===== src/rtl/multicycle_control.sv =====
// Multicycle CPU control unit: opcode-driven FSM that sequences the datapath through
// fetch, decode, execute, memory and writeback steps, with sticky halt/trap states and performance counters.
module multicycle_control #(
    parameter int OPCODE_W   = 4,
    parameter int CNT_W      = 32,
    parameter bit ENABLE_BNE = 1'b1
) (
    input  logic                Clock,
    input  logic                Reset_n,
    input  logic [OPCODE_W-1:0] opcode,
    input  logic                mem_ready,
    output logic                PCWrite,
    output logic                PCWriteCond,
    output logic                BranchNE,
    output logic                IorD,
    output logic                MemRead,
    output logic                MemWrite,
    output logic                IRWrite,
    output logic                MemToReg,
    output logic                RegDst,
    output logic                RegWrite,
    output logic                ALUSrcA,
    output logic [1:0]          ALUSrcB,
    output logic [1:0]          ALUOp,
    output logic [1:0]          PCSource,
    output logic [3:0]          state,
    output logic                Halted,
    output logic                Illegal,
    output logic [CNT_W-1:0]    cycle_count,
    output logic [CNT_W-1:0]    instr_count
);

    typedef enum logic [3:0] {
        S_FETCH    = 4'd0,
        S_DECODE   = 4'd1,
        S_MEMADDR  = 4'd2,
        S_MEMREAD  = 4'd3,
        S_MEMWB    = 4'd4,
        S_MEMWRITE = 4'd5,
        S_EXEC_R   = 4'd6,
        S_RWB      = 4'd7,
        S_EXEC_I   = 4'd8,
        S_IWB      = 4'd9,
        S_BRANCH   = 4'd10,
        S_JUMP     = 4'd11,
        S_HALT     = 4'd12,
        S_TRAP     = 4'd13
    } state_e;

    localparam logic [3:0] OP_RTYPE = 4'h0;
    localparam logic [3:0] OP_ADDI  = 4'h1;
    localparam logic [3:0] OP_LW    = 4'h2;
    localparam logic [3:0] OP_SW    = 4'h3;
    localparam logic [3:0] OP_BEQ   = 4'h4;
    localparam logic [3:0] OP_BNE   = 4'h5;
    localparam logic [3:0] OP_J     = 4'h6;
    localparam logic [3:0] OP_HALT  = 4'hF;

    state_e           r_state;
    state_e           w_next;
    state_e           w_decoded;
    logic [3:0]       r_opcode;
    logic             w_op_high;
    logic             w_instr_done;
    logic [CNT_W-1:0] r_cycle_count;
    logic [CNT_W-1:0] r_instr_count;

    // Any set bit above the 4-bit opcode field makes the instruction illegal.
    generate
        if (OPCODE_W > 4) begin : g_wide_opcode
            assign w_op_high = |opcode[OPCODE_W-1:4];
        end else begin : g_narrow_opcode
            assign w_op_high = 1'b0;
        end
    endgenerate

    always_comb begin
        w_decoded = S_TRAP;
        if (!w_op_high) begin
            case (opcode[3:0])
                OP_RTYPE:      w_decoded = S_EXEC_R;
                OP_ADDI:       w_decoded = S_EXEC_I;
                OP_LW, OP_SW:  w_decoded = S_MEMADDR;
                OP_BEQ:        w_decoded = S_BRANCH;
                OP_BNE:        w_decoded = ENABLE_BNE ? S_BRANCH : S_TRAP;
                OP_J:          w_decoded = S_JUMP;
                OP_HALT:       w_decoded = S_HALT;
                default:       w_decoded = S_TRAP;
            endcase
        end
    end

    always_comb begin
        w_next = S_FETCH;
        case (r_state)
            S_FETCH:    w_next = mem_ready ? S_DECODE : S_FETCH;
            S_DECODE:   w_next = w_decoded;
            S_MEMADDR:  w_next = (r_opcode == OP_SW) ? S_MEMWRITE : S_MEMREAD;
            S_MEMREAD:  w_next = mem_ready ? S_MEMWB : S_MEMREAD;
            S_MEMWB:    w_next = S_FETCH;
            S_MEMWRITE: w_next = mem_ready ? S_FETCH : S_MEMWRITE;
            S_EXEC_R:   w_next = S_RWB;
            S_RWB:      w_next = S_FETCH;
            S_EXEC_I:   w_next = S_IWB;
            S_IWB:      w_next = S_FETCH;
            S_BRANCH:   w_next = S_FETCH;
            S_JUMP:     w_next = S_FETCH;
            S_HALT:     w_next = S_HALT;
            S_TRAP:     w_next = S_TRAP;
            default:    w_next = S_FETCH;
        endcase
    end

    assign w_instr_done = ((w_next == S_FETCH) && (r_state != S_FETCH)) ||
                          ((w_next == S_HALT)  && (r_state != S_HALT));

    // NOTE: sequential state uses non-blocking assignments so every register samples pre-edge values.
    always_ff @(posedge Clock or negedge Reset_n) begin
        if (!Reset_n) begin
            r_state       <= S_FETCH;
            r_opcode      <= '0;
            r_cycle_count <= '0;
            r_instr_count <= '0;
        end else begin
            r_state <= w_next;
            if (r_state == S_DECODE) begin
                r_opcode <= opcode[3:0];
            end
            if ((r_state != S_HALT) && (r_state != S_TRAP)) begin
                r_cycle_count <= r_cycle_count + CNT_W'(1);
            end
            if (w_instr_done) begin
                r_instr_count <= r_instr_count + CNT_W'(1);
            end
        end
    end

    // NOTE: every output gets a default first so no latch is inferred; reset forces all controls low
    // immediately, even though FETCH would otherwise drive MemRead.
    always_comb begin
        PCWrite     = 1'b0;
        PCWriteCond = 1'b0;
        BranchNE    = 1'b0;
        IorD        = 1'b0;
        MemRead     = 1'b0;
        MemWrite    = 1'b0;
        IRWrite     = 1'b0;
        MemToReg    = 1'b0;
        RegDst      = 1'b0;
        RegWrite    = 1'b0;
        ALUSrcA     = 1'b0;
        ALUSrcB     = 2'b00;
        ALUOp       = 2'b00;
        PCSource    = 2'b00;
        if (Reset_n) begin
            case (r_state)
                S_FETCH: begin
                    MemRead = 1'b1;
                    ALUSrcB = 2'b01;
                    IRWrite = mem_ready;
                    PCWrite = mem_ready;
                end
                S_DECODE:   ALUSrcB = 2'b11;
                S_MEMADDR: begin
                    ALUSrcA = 1'b1;
                    ALUSrcB = 2'b10;
                end
                S_MEMREAD: begin
                    MemRead = 1'b1;
                    IorD    = 1'b1;
                end
                S_MEMWB: begin
                    RegWrite = 1'b1;
                    MemToReg = 1'b1;
                end
                S_MEMWRITE: begin
                    MemWrite = 1'b1;
                    IorD     = 1'b1;
                end
                S_EXEC_R: begin
                    ALUSrcA = 1'b1;
                    ALUOp   = 2'b10;
                end
                S_RWB: begin
                    RegDst   = 1'b1;
                    RegWrite = 1'b1;
                end
                S_EXEC_I: begin
                    ALUSrcA = 1'b1;
                    ALUSrcB = 2'b10;
                end
                S_IWB:      RegWrite = 1'b1;
                S_BRANCH: begin
                    ALUSrcA     = 1'b1;
                    ALUOp       = 2'b01;
                    PCWriteCond = 1'b1;
                    PCSource    = 2'b01;
                    BranchNE    = (r_opcode == OP_BNE);
                end
                S_JUMP: begin
                    PCWrite  = 1'b1;
                    PCSource = 2'b10;
                end
                default: ;
            endcase
        end
    end

    assign state       = r_state;
    assign Halted      = (r_state == S_HALT);
    assign Illegal     = (r_state == S_TRAP);
    assign cycle_count = r_cycle_count;
    assign instr_count = r_instr_count;

endmodule

===== config.mk =====
export PLATFORM = sky130hd
export DESIGN_NAME = multicycle_control
export DESIGN_NICKNAME = d
export VERILOG_FILES = /design/src/rtl/multicycle_control.sv
export SDC_FILE = /design/constraint.sdc
export NUM_CORES = 1
export LEC_CHECK = 0
export ABC_AREA = 0
export BUFFER_PORTS_ARGS = -buffer_cell sky130_fd_sc_hd__buf_2
export CAP_MARGIN = 20
export CORE_AREA = 2 2 97 99
export DETAILED_ROUTE_END_ITERATION = 10
export DIE_AREA = 0 0 99 101
export PLACE_DENSITY = 0.7
export SLEW_MARGIN = 25
export SYNTH_ARGS = -nofsm -noshare
export SYNTH_HDL_FRONTEND = slang
export SYNTH_SLANG_ARGS = --single-unit

===== constraint.sdc =====
create_clock -name Clock -period 2 [get_ports Clock]
set_input_delay 0.1 -clock Clock [delete_from_list [all_inputs] [get_ports Clock]]
set_output_delay 0.1 -clock Clock [all_outputs]
set_load 0.005 [all_outputs]

==> out/qor.yml <==
status: "finished with violations"
violations: "negative setup slack"
synth_top_area_cell: "dfrtp_1"
worstSetupEndpointType: "register"
ys_async_sr_fraction_pct: 100
vias: 3293
slowest_delay_ns: 0.52
hold_path.class: "input port to register"
worstSetupPathType: "register to register"
critPathMaxFanout: 7
period_share_pct: 116
cts_buffer_depth: 2
gp_congestion: 0.840
worstSetupStartpointType: "register"
synth.area.top_cells: "dfrtp_1 (46%), xor2_1 (7.9%), xnor2_1 (6.7%)"
ff2ff_setup_slack_ns: -0.32
cts-root-buf: "clkbuf_8"
cts-htree-levels: 3
synth_edf_count: 0
crit_slowest_cell: "nor4b_1"
cellPowerDensity_nw_per_um2: 1330
io_buffers: 93
slew_viol_final: 0
grt_pass1_vias: 3070
grt_max_degree: 47
clkLatencyLatePin_ns: 0.33
fillers: 747
coreArea_um2: 8980
wl_um: 9430
die_y_um: 101
gr-max-usage-layer: "met2"
clock.fmax_mhz: 431
io_pins: 94
drcViolationCount: 0
vias_per_cell: 5.28
clock-sinks: 72
synthCells: 370
final_hold_viol_count: 0
syn_avg_cell_area_um2: 10.5
reg2reg_depth: 7
clk_pin_slew_worst_paths_ns: 0.07
critical_path_arrival_ns: 2.54
path_cells: "nor4b_1, o31ai_2, nand4b_4, mux2i_4, buf_12, nor2_2, mux2_1"
wire_per_inst_um: 15.1
antenna_cells: 0
drtAntennaViolNets: 0
grt_remaining_overflow: 0
layout.nets: 517
grt_pass1_wl_um: 14500
placedCellCount: 592
track_usage_pct: 17.6
hpwl_um: 6310
setup_viol: 32
cts_buffers: 9
holdPathStages: 2
ir_worst_vdd_v: 0.000987
yosys_warnings: 0
use_met1_pct: 24.4
rsz0062_at_grt: "true"
synth.top_cell.area_share_pct: 46.2
worstMarginPinSlew_ns: 0.583
rows: 35
die_w_um: 99
drive_gt1_share_pct: 42.9
yosys-top-cells-count: "dfrtp_1 (72), xor2_1 (35), nand2_1 (31)"
dieArea_um2: 10000
fin_crit_ns: 2.32
finalNonFillerCells: 624
synth_nets: 379
drt_iter0_drc: 68
cts_tree: "yes"
power.leakage_nw: 2.73
yosysUniqueCellTypes: 54
place_area_um2: 4730
yosys_most_used_dff: "dfrtp_1"
start_util_pct: 43.5
ys_ff_latch: 72
fin_ws_ns: -0.319
area_growth_pct: 38.9
ys_seq_area_share_pct: 46.2
clock_skew_ns: 0.00764
first_pass_iters: 5
antenna_found_initial: 0
slew_headroom_pct: 61.1
syn_area_um2: 3900
final_util_pct: 60.3
final_cell_area_um2: 5420
synth.most_common_cell: "dfrtp_1"
drv_cap: 0
required_ns: 2.22
global_route.usage.met3_pct: 3.74
grt_use_met2_pct: 28.0
==> what timing repair did <==
| item | in CTS | in global routing |
|---|---|---|
| cloned | 0 | 4 |
| setup buffers | 1 | 10 |
| hold buffers | 1 | 0 |
| pin swaps | 2 | 14 |
| hold endpoints to repair | 72 | 0 |
| setup endpoints to repair | 32 | 42 |
| resized for setup | 3 | 47 |
==> registers in the layout, indices dropped and copies added (netlist names) <==
name and cells:
cycle_count 32, instr_count 32, r_opcode 4, state 4
==> cell families (layout without fill, tap and decap cells) <==
group	count (synthesis)	after routing	share of synthesized area, %
AND/OR/NAND/NOR	178	178	28.9
XOR/XNOR	65	65	14.6
flip-flops	72	72	46.2
multiplexers	8	8	2.34
AO/OA/AOI/OAI	18	18	3.56
buffers and inverters	27	170	3.75
adder cells (fa/ha/maj)	2	2	0.641
==> critical path: cells and delay by family (launching register included) <==
kind	cells	cell delay, ns
DFF	1	0.47
buffers and inverters	1	0.18
muxes	2	0.68
AOI/OAI and AO/OA	1	0.16
and+or+nand+nor	3	0.71
==> per-layer routing <==
metal,share of wire [%],wire (µm)
met1,46,4350
met2,49,4650
met3,3.7,345
met4,0.94,89
met5,0,0
==> per-stage QoR <==
step | setup WS, ns | TNS, ns | hold slack, ns | power [mW]
final | -0.319 | -7.67 | 0.0687 | 7.22
after global routing | -0.333 | -8.70 | 0.0772 | 7.61
after CTS | -0.120 | -2.05 | 0.0430 | 6.13
after detailed placement | -0.163 | -2.58 | 0.203 | 4.67
after global placement | -0.0457 | -0.306 | 0.200 | 4.61
after floorplan | -0.0105 | -0.0782 | -0.196 | 3.80
==> layout make-up <==
| class | count | area (µm²) | share of cell area, % |
|---|---|---|---|
| inverter | 7 | 26.3 | 0.485 |
| tap | 111 | 139 | 2.56 |
| timing repair buffer | 147 | 991 | 18.3 |
| clock buffer | 11 | 131 | 2.42 |
| sequential | 72 | 1810 | 33.4 |
| clock inverter | 5 | 104 | 1.92 |
| multi-input combinational | 271 | 2220 | 40.9 |
==> report_power, final <==
| group | total (mW) | internal, mW | leakage (nW) | switching, mW |
|---|---|---|---|---|
| Combinational | 3.91 | 1.89 | 1.66 | 2.01 |
| Clock | 1.36 | 0.833 | 0.118 | 0.528 |
| Sequential | 1.95 | 1.68 | 0.952 | 0.270 |
==> layout by cell type (no fill, tap or decap), types with 3 or more instances in the layout <==
cell,n
xor2_1,35
clkbuf_8,9
nand2b_1,5
nor3_2,9
nor3_1,11
buf_6,6
buf_4,41
mux2_2,5
inv_1,7
dfrtp_2,5
and4_1,7
nand3_1,25
and2_1,5
buf_2,92
nor2b_1,4
and3_1,11
nand4_1,14
nor2_1,16
nand2_1,29
dfrtp_1,67
xnor2_1,30
bufinv_16,3
clkbuf_16,3
nor4_4,12
==> path summary, 6_finish.rpt <==
kind,from,end
worst max-delay path,state[1]$_DFF_PN0_,instr_count[1]$_DFFE_PN0P_
worst min-delay path,opcode[0],r_opcode[0]$_DFFE_PN0P_
worst max register to register,state[1]$_DFF_PN0_,instr_count[1]$_DFFE_PN0P_
worst min register to register,cycle_count[31]$_DFFE_PN0P_,cycle_count[31]$_DFFE_PN0P_
max in group asynchronous,Reset_n,state[2]$_DFF_PN0_
min in group asynchronous,Reset_n,r_opcode[2]$_DFFE_PN0P_
(Power assumes the default switching activity.)
